[config.mk]
export PLATFORM = sky130hd
export DESIGN_NAME = lc3_control_fsm
export DESIGN_NICKNAME = d
export VERILOG_FILES = /design/src/rtl/lc3_control_fsm.sv
export SDC_FILE = /design/constraint.sdc
export NUM_CORES = 1
export LEC_CHECK = 0
export ABC_AREA = 1
export CORE_MARGIN = 1
export CORE_UTILIZATION = 41
export CTS_BUF_LIST = sky130_fd_sc_hd__clkbuf_8
export DETAILED_ROUTE_END_ITERATION = 6
export GPL_TIMING_DRIVEN = 0
export PLACE_DENSITY = 0.82
export RECOVER_POWER = 25
export SLEW_MARGIN = 20
export SYNTH_ARGS = -nofsm -noshare
export SYNTH_HDL_FRONTEND = slang
export SYNTH_SLANG_ARGS = --single-unit
[constraint.sdc]
create_clock -name Clk -period 1.8 [get_ports Clk]
set_clock_uncertainty 0.15 [all_clocks]
set_input_delay 0.36 -clock Clk [delete_from_list [all_inputs] [get_ports Clk]]
set_output_delay 0.36 -clock Clk [all_outputs]
set_load 0.01 [all_outputs]
[src/rtl/lc3_control_fsm.sv]
// SLC-3 instruction-sequencing controller: fetch/decode/execute FSM driving datapath loads, gates, selects and SRAM strobes.
// Optional retired-instruction counter output Instr_count enabled by defining CTRL_INSTR_CNT_EN.
module lc3_control_fsm #(
    parameter int MEM_WAIT = 3
) (
    input  logic        Clk,
    input  logic        Reset,
    input  logic        Run,
    input  logic        Continue,
    input  logic [15:0] IR,
    input  logic        BEN,
    output logic        LD_MAR,
    output logic        LD_MDR,
    output logic        LD_IR,
    output logic        LD_BEN,
    output logic        LD_CC,
    output logic        LD_REG,
    output logic        LD_PC,
    output logic        GatePC,
    output logic        GateMDR,
    output logic        GateALU,
    output logic        GateMARMUX,
    output logic [1:0]  PCMUX,
    output logic        DRMUX,
    output logic        SR1MUX,
    output logic        SR2MUX,
    output logic        ADDR1MUX,
    output logic [1:0]  ADDR2MUX,
    output logic [1:0]  ALUK,
    output logic        MIO_EN,
    output logic        Mem_CE,
    output logic        Mem_UB,
    output logic        Mem_LB,
    output logic        Mem_OE,
    output logic        Mem_WE,
    output logic [4:0]  State_dbg
`ifdef CTRL_INSTR_CNT_EN
    ,
    output logic [15:0] Instr_count
`endif
);

    // Handshakes: Run is a level sampled only in HALTED; Continue is a level,
    // high to leave PAUSE1 and low to leave PAUSE2, so one press retires one PAUSE.
    typedef enum logic [4:0] {
        S_HALTED   = 5'd0,
        S_FETCH    = 5'd1,
        S_RD_WAIT  = 5'd2,
        S_LOAD_IR  = 5'd3,
        S_DECODE   = 5'd4,
        S_ADD      = 5'd5,
        S_AND      = 5'd6,
        S_NOT      = 5'd7,
        S_BR       = 5'd8,
        S_JMP      = 5'd9,
        S_JSR1     = 5'd10,
        S_JSR2     = 5'd11,
        S_LDR_ADDR = 5'd12,
        S_STR_ADDR = 5'd13,
        S_LDR_WB   = 5'd14,
        S_STR_MDR  = 5'd15,
        S_WR_WAIT  = 5'd16,
        S_PAUSE1   = 5'd17,
        S_PAUSE2   = 5'd18
    } state_t;

    localparam logic [3:0] WAIT_INIT = 4'(MEM_WAIT - 1);

    state_t     state;
    state_t     next_state;
    logic [3:0] wait_cnt;
    logic       load_rd;
    logic       unused_ir;

    assign unused_ir = ^{IR[10:6], IR[4:0]};
    assign State_dbg = state;
    assign Mem_UB    = 1'b0;
    assign Mem_LB    = 1'b0;

    // load_rd remembers whether the current RD_WAIT serves an LDR rather than a fetch.
    always_ff @(posedge Clk) begin
        if (!Reset) begin
            state    <= S_HALTED;
            wait_cnt <= 4'd0;
            load_rd  <= 1'b0;
        end else begin
            state <= next_state;
            if ((next_state == S_RD_WAIT || next_state == S_WR_WAIT) && next_state != state)
                wait_cnt <= WAIT_INIT;
            else if (wait_cnt != 4'd0)
                wait_cnt <= wait_cnt - 4'd1;
            if (state == S_FETCH)
                load_rd <= 1'b0;
            else if (state == S_LDR_ADDR)
                load_rd <= 1'b1;
        end
    end

`ifdef CTRL_INSTR_CNT_EN
    always_ff @(posedge Clk) begin
        if (!Reset)
            Instr_count <= 16'd0;
        else if (next_state == S_FETCH && state != S_HALTED)
            Instr_count <= Instr_count + 16'd1;
    end
`endif

    always_comb begin
        next_state = state;
        unique case (state)
            S_HALTED:   if (Run) next_state = S_FETCH;
            S_FETCH:    next_state = S_RD_WAIT;
            S_RD_WAIT:  if (wait_cnt == 4'd0) next_state = load_rd ? S_LDR_WB : S_LOAD_IR;
            S_LOAD_IR:  next_state = S_DECODE;
            S_DECODE: begin
                case (IR[15:12])
                    4'b0001: next_state = S_ADD;
                    4'b0101: next_state = S_AND;
                    4'b1001: next_state = S_NOT;
                    4'b0000: next_state = S_BR;
                    4'b1100: next_state = S_JMP;
                    4'b0100: next_state = S_JSR1;
                    4'b0110: next_state = S_LDR_ADDR;
                    4'b0111: next_state = S_STR_ADDR;
                    4'b1101: next_state = S_PAUSE1;
                    default: next_state = S_FETCH;
                endcase
            end
            S_ADD, S_AND, S_NOT, S_BR, S_JMP, S_JSR2, S_LDR_WB: next_state = S_FETCH;
            S_JSR1:     next_state = S_JSR2;
            S_LDR_ADDR: next_state = S_RD_WAIT;
            S_STR_ADDR: next_state = S_STR_MDR;
            S_STR_MDR:  next_state = S_WR_WAIT;
            S_WR_WAIT:  if (wait_cnt == 4'd0) next_state = S_FETCH;
            S_PAUSE1:   if (Continue) next_state = S_PAUSE2;
            S_PAUSE2:   if (!Continue) next_state = S_FETCH;
            default:    next_state = S_HALTED;
        endcase
    end

    always_comb begin
        LD_MAR     = 1'b0;
        LD_MDR     = 1'b0;
        LD_IR      = 1'b0;
        LD_BEN     = 1'b0;
        LD_CC      = 1'b0;
        LD_REG     = 1'b0;
        LD_PC      = 1'b0;
        GatePC     = 1'b0;
        GateMDR    = 1'b0;
        GateALU    = 1'b0;
        GateMARMUX = 1'b0;
        PCMUX      = 2'b00;
        DRMUX      = 1'b0;
        SR1MUX     = 1'b0;
        SR2MUX     = 1'b0;
        ADDR1MUX   = 1'b0;
        ADDR2MUX   = 2'b00;
        ALUK       = 2'b00;
        MIO_EN     = 1'b0;
        Mem_CE     = 1'b1;
        Mem_OE     = 1'b1;
        Mem_WE     = 1'b1;
        unique case (state)
            S_FETCH: begin
                GatePC = 1'b1;
                LD_MAR = 1'b1;
                LD_PC  = 1'b1;
            end
            S_RD_WAIT: begin
                Mem_CE = 1'b0;
                Mem_OE = 1'b0;
                MIO_EN = 1'b1;
                LD_MDR = (wait_cnt == 4'd0);
            end
            S_LOAD_IR: begin
                GateMDR = 1'b1;
                LD_IR   = 1'b1;
            end
            S_DECODE: LD_BEN = 1'b1;
            S_ADD, S_AND, S_NOT: begin
                SR1MUX  = 1'b1;
                GateALU = 1'b1;
                LD_REG  = 1'b1;
                LD_CC   = 1'b1;
                if (state == S_ADD) ALUK = 2'b00;
                else if (state == S_AND) ALUK = 2'b01;
                else ALUK = 2'b10;
                SR2MUX  = (state != S_NOT) && IR[5];
            end
            S_BR: begin
                if (BEN) begin
                    PCMUX    = 2'b10;
                    ADDR2MUX = 2'b10;
                    LD_PC    = 1'b1;
                end
            end
            S_JMP: begin
                SR1MUX   = 1'b1;
                ADDR1MUX = 1'b1;
                PCMUX    = 2'b10;
                LD_PC    = 1'b1;
            end
            S_JSR1: begin
                GatePC = 1'b1;
                DRMUX  = 1'b1;
                LD_REG = 1'b1;
            end
            // R7 already holds the return address; PC is still the pre-update value here.
            S_JSR2: begin
                PCMUX = 2'b10;
                LD_PC = 1'b1;
                if (IR[11]) begin
                    ADDR2MUX = 2'b11;
                end else begin
                    ADDR1MUX = 1'b1;
                    SR1MUX   = 1'b1;
                end
            end
            S_LDR_ADDR, S_STR_ADDR: begin
                GateMARMUX = 1'b1;
                LD_MAR     = 1'b1;
                ADDR1MUX   = 1'b1;
                ADDR2MUX   = 2'b01;
                SR1MUX     = 1'b1;
            end
            S_LDR_WB: begin
                GateMDR = 1'b1;
                LD_REG  = 1'b1;
                LD_CC   = 1'b1;
            end
            S_STR_MDR: begin
                ALUK    = 2'b11;
                GateALU = 1'b1;
                LD_MDR  = 1'b1;
            end
            S_WR_WAIT: begin
                Mem_CE = 1'b0;
                Mem_WE = 1'b0;
            end
            default: ;
        endcase
    end

endmodule

Word level (Yosys, flattened, before mapping)
Memories as Yosys holds them, arrays and structs flattened.
Cells that the tools add are included.
{ "word_totals": {"romBits": 80, "input_bits": 21, "elab_cells": 90, "register_bits": 10, "n_memories": 1, "output_inout_bits": 32} }
{ "op_classes": {"addsub": 1, "eq_ne": 22, "n_reduce_logical": 24, "muxes": 37, "n_bitwise": 1} }
{ "memory_table": {"columns": ["name", "words", "width", "read_ports", "rd_ports_with_merged_regs", "write_ports", "line", "source"], "rows": [
  ["(name not given)", 16, 5, 1, 0, 0, "116", "case (IR[15:12])"]
]} }
{ "ops": {"columns": ["op", "count"], "rows": [
  ["5-bit case mux with 12 select lines", 1],
  ["5-bit by 4-bit equality test with 1-bit output, second input constant", 8],
  ["5-bit 2-to-1 mux", 5],
  ["5-bit by 3-bit equality test with 1-bit output, second input constant", 4],
  ["5-bit equality test, second input constant", 4],
  ["1-bit 2-to-1 mux", 17],
  ["2-bit OR reduction", 8],
  ["5-bit by 2-bit equality test with 1-bit output, second input constant", 3],
  ["2-bit 2-to-1 mux", 6],
  ["3-bit OR reduction", 4],
  ["1-bit case mux with 2 select lines", 4],
  ["2-bit case mux with 2 select lines", 2],
  ["4-bit OR reduction", 2],
  ["7-bit OR reduction", 1],
  ["2-bit case mux with 3 select lines", 1],
  ["6-bit OR reduction", 1],
  ["5-bit by 1-bit equality test with 1-bit output, second input constant", 1],
  ["5-bit logical NOT", 1],
  ["5-bit by 3-bit != test with 1-bit output, second input constant", 1],
  ["5-bit != test", 1],
  ["5-bit OR reduction", 1],
  ["4-bit logical NOT", 1],
  ["4-bit 2-to-1 mux", 1],
  ["4-bit nonzero test", 1],
  ["other kinds (5)", 6]
]} }

Longest topological paths before layout
{ "depth": {"word_depth": 7, "depth_mapped": 14, "depth_no_buf": 14} }

Worst setup path after synthesis
Ideal clock, no wire load.
{ "synth_timing": {"kind": "register to output", "start": "reg state[3] (netlist: State_dbg[3])", "end": "out ADDR2MUX[0]", "t_required_ns": 1.290, "path_stages_with_launch": 7, "arrival_time_ns": 1.273, "path_buffers": 0, "setup_slack_ns": 0.017, "path_cell_list": "dfxtp_1 -> inv_1 -> nor2_4 -> inv_1 -> nor2_1 -> inv_1 -> o21ai_0"} }
{ "synth_via": {"elab_chain_len": 3, "word_cells_on_any_way": 6, "classes_between": "4 x eq/ne; 1 x mux; 1 x reduce/logical"} }
{ "synth_rtl": {"columns": ["item", "line", "source"], "rows": [
  ["start, declared", "69", "state_t state;"],
  ["start signal, assigned", "87", "state <= next_state;"],
  ["5-bit by 4-bit equality test with 1-bit output", "164", "unique case (state)"],
  ["2-bit OR reduction", "164", null],
  ["2-bit case mux with 3 select lines (*)", "164", null],
  ["end, declared", "28", "output logic [1:0] ADDR2MUX,"]
]} }
Every way passes the cells marked *; elsewhere a longest branch is shown, timed or not.

Final worst setup path
{ "layout_timing": {"start": "in IR[15]", "end": "reg wait_cnt[2]"} }
{ "layout_via": {"elab_chain_len": 6, "word_cells_on_any_way": 8, "classes_between": "3 x eq/ne; 1 x mux; 3 x reduce/logical; 1 x memory"} }
{ "layout_rtl": {"columns": ["item", "line", "source"], "rows": [
  ["start, declared", "10", "input logic [15:0] IR,"],
  ["memory 16 x 5 bit (*)", null, null],
  ["5-bit case mux with 12 select lines (*)", "110", "unique case (state)"],
  ["5-bit by 2-bit equality test with 1-bit output or 5-bit equality test (tied branches)", "88", "if ((next_state == S_RD_WAIT || next_state == S_WR_WAIT) && next_state != state)"],
  ["1-bit logical OR", "88", null],
  ["1-bit logical AND (*)", "88", null],
  ["2-bit OR reduction (no line) (*)", null, null],
  ["end signal, assigned", "91", "wait_cnt <= wait_cnt - 4'd1;"],
  ["end, declared", "71", "logic [3:0] wait_cnt;"]
]} }
Marks and branches as above.
A chain may end at the register's enable or synchronous reset.

==> results.cfg <==
[place]
routabilityCongestion = 0.955
dp_hpwl_um = 2470
dpl_cell_area_um2 = 1500
dp_cells = 267
buffer_ports.inserted = 39

[run]
maxCapViolations = 0

[critical_path]
worst-r2r-cell-count = 12
crit_path_end_kind = flip-flop
crit_type = primary input to flip-flop
cp_data_required_time_ps = 1820
worst_path_max_fanout = 3
arrival_time_reported_for_the_critical_path_endpoint_ps = 2220
timing.critical_path.from_type = primary input
timing.rr.end = wait_cnt[2]
reg_to_reg_start = State_dbg[1]
regToRegSetupSlack_ps = -340

[timing]
layout_min_cycle_time_ps = 2190
unrepaired_setup_endpoints_after_global_routing = yes
max_freq_ghz = 0.456
setup_violations = 26
worst_slack_ps = -395
final.period_utilization = 1.22
finalHoldViolCount = 0
fin_tns_setup_ps = -4730
finalMaxSlewViolations = 0

[synthesis]
post_synth_num_cell_types = 20
synth_area_per_cell_um2 = 5.44
synth.ff_latch_count = 10
synth_area_um2 = 1070
synthCells = 196
synth-seq-area-share = 0.188
synth_warnings = 0

[cts]
clkSinkCount = 10
cts.clk_slew.worst_paths_ps = 40
tritoncts = built
tritoncts_buffers = 3
cts-hold-fix-buffers = 0
ctsRootBufferMaster = sky130_fd_sc_hd__clkbuf_8
cts_max_path_buffers = 2
worst_skew_pair.late_latency_ps = 230
htree_num_levels = 1

[min_path]
min_path_cells = 2
hold-path-endpoint = wait_cnt[3]
hold_class = flip-flop to flip-flop
hold_start = wait_cnt[3]

[drt]
detail_route.drc_violations = 0
detail-route-antenna-nets = 0
drt-wirelength-per-cell_um = 23.2
drt_pre_antenna_iters = 5
route.vias.total = 2086
total_length_of_routed_wires_um = 7270
detailed_route_iter0_violations = 241
detail_route.vias_per_cell = 6.66

[power_and_ir_drop]
seq_power_share = 0.164
internal-power_mw = 1.04
power.net_switching_mw = 1.13
power.total_mw = 2.17
worst_ir_drop_vdd_uv = 1020
power_leakage_nw = 1.14
power.switching_fraction = 0.519
clock_power_share = 0.104
pwr_density_cell_nw_per_um2 = 1000
power_frac_comb = 0.732

[layout]
fill_cells = 119
area_growth_pct = 103
instances_no_fill = 313
finish.utilization = 0.873
multi_input_gate_area_in_the_final_layout_um2 = 1010
finalInstanceArea_um2 = 2160
antenna-diode-count = 0
seqCellArea_um2 = 219
layout-drive-gt1-share = 0.544
final_net_count = 306

[global_routing]
grt_pass1_vias = 1622
antenna_found_initial = 0
gr-total-overflow = 0
grt_start_max_net_pins = 8
grt_first_pass_wirelength_um = 7680
grt_use_total = 0.385

[die]
start_util = 0.430
fp.dieArea_um2 = 2810
die-height_um = 53.0
die_w_um = 53.0
top_level_ports = 53
placement_rows = 18
coreArea_um2 = 2480

[outcome]
violated_checks = negative setup slack
status = complete, but fails checks
==> worst max-delay path by stage <==
stage                       startpoint          end  cells after the start
after floorplan           State_dbg[3]  ADDR2MUX[0]                      6
after global routing      State_dbg[1]  wait_cnt[2]                     13
final                           IR[15]  wait_cnt[2]                     13
after detailed placement  State_dbg[3]  ADDR2MUX[1]                      7
after global placement    State_dbg[3]  ADDR2MUX[1]                      7
after CTS                 State_dbg[2]       LD_MAR                      6
==> per-layer routing <==
layer	vias up	track usage	wire length (um)
met1	876	0.427	2220
li1	800	-	-
met3	140	0.0776	1180
met5	-	0	0
met4	0	0.250	955
met2	270	0.658	2910
==> power by group through the flow <==
stage	Sequential (mW)	Clock, mW	Combinational, mW
global placement	0.320	0	0.891
CTS	0.343	0.231	1.15
detailed placement	0.320	0	0.894
finish	0.356	0.226	1.59
global route	0.364	0.245	1.65
floorplan	0.316	0	0.563
==> critical path, cell delays in order <==
cell and delay (ps):
sky130_fd_sc_hd__clkdlybuf4s50_1 650, sky130_fd_sc_hd__inv_2 120, sky130_fd_sc_hd__o21ai_2 100, sky130_fd_sc_hd__nand2_1 70, sky130_fd_sc_hd__nand3_1 150, sky130_fd_sc_hd__nand2_1 130, sky130_fd_sc_hd__inv_1 70, sky130_fd_sc_hd__nand2_1 80
sky130_fd_sc_hd__nor2_2 140, sky130_fd_sc_hd__nand3_2 100, sky130_fd_sc_hd__nand2_2 80, sky130_fd_sc_hd__nand2_2 70, sky130_fd_sc_hd__nor2_1 100
==> sequential cells by signal (all words and copies together), names as in the netlist <==
signal / count
State_dbg: 5
load_rd: 1
wait_cnt: 4
==> cells in the final DEF, fill, tap and decap left out, drive strengths merged <==
cell           count
nand4              5
nand3             28
dfxtp             10
nand2             57
clkdlybuf4s50     10
a31oi              1
dlygate4sd2        4
o211ai             2
conb               3
buf               67
clkbuf             5
or2                1
nor3               2
o21ai             11
a21oi              7
inv               31
clkdlybuf4s25      1
nor2              37
dlymetal6s2s       1
==> through the flow <==
step | hold WS [ps] | setup slack [ps]
final | 309 | -395
after global routing | 336 | -496
after CTS | 314 | -68.5
after detailed placement | 296 | -469
after global placement | 284 | -460
after floorplan | 272 | 16.7
==> cells in the mapped netlist <==
cell type                  instances  area [um2]
sky130_fd_sc_hd__a21oi_1           7        35.0
sky130_fd_sc_hd__a31oi_1           1        6.26
sky130_fd_sc_hd__buf_4             3        22.5
sky130_fd_sc_hd__conb_1            1        3.75
sky130_fd_sc_hd__dfxtp_1          10         200
sky130_fd_sc_hd__inv_1            22        82.6
sky130_fd_sc_hd__inv_2             9        33.8
sky130_fd_sc_hd__nand2_1          49         184
sky130_fd_sc_hd__nand2_2           8        50.1
sky130_fd_sc_hd__nand3_1          27         135
sky130_fd_sc_hd__nand3_2           1        10.0
sky130_fd_sc_hd__nand4_1           5        31.3
sky130_fd_sc_hd__nor2_1           28         105
sky130_fd_sc_hd__nor2_2            5        31.3
sky130_fd_sc_hd__nor2_4            4        45.0
sky130_fd_sc_hd__nor3_1            2        10.0
sky130_fd_sc_hd__o211ai_1          2        15.0
sky130_fd_sc_hd__o21ai_0          10        50.1
sky130_fd_sc_hd__o21ai_2           1        8.76
sky130_fd_sc_hd__or2_2             1        6.26
==> cells by family (layout without fill, tap and decap cells) <==
| kind of cell | Yosys count | in the layout | synth area share |
|---|---|---|---|
| buffers and inverters | 34 | 119 | 0.130 |
| DFF | 10 | 10 | 0.188 |
| AOI/OAI and AO/OA | 21 | 21 | 0.108 |
| and+or+nand+nor | 130 | 130 | 0.570 |
| other | 1 | 3 | 0.00352 |
==> what timing repair did <==
action / CTS / global route
gates cloned: 0 / 0
setup endpoints to repair: 32 / 30
pin swaps: 20 / 19
gates resized for setup: 148 / 69
setup buffers: 30 / 14
==> final cells by class <==
class | instances | area share
Sequential cell | 10 | 0.101
Clock buffer | 3 | 0.0191
Multi-Input combinational cell | 154 | 0.466
Inverter | 31 | 0.0642
Buffer | 3 | 0.0104
Tap cell | 30 | 0.0174
Timing Repair Buffer | 82 | 0.322
No activity file was read; power rests on OpenSTA's default activity.
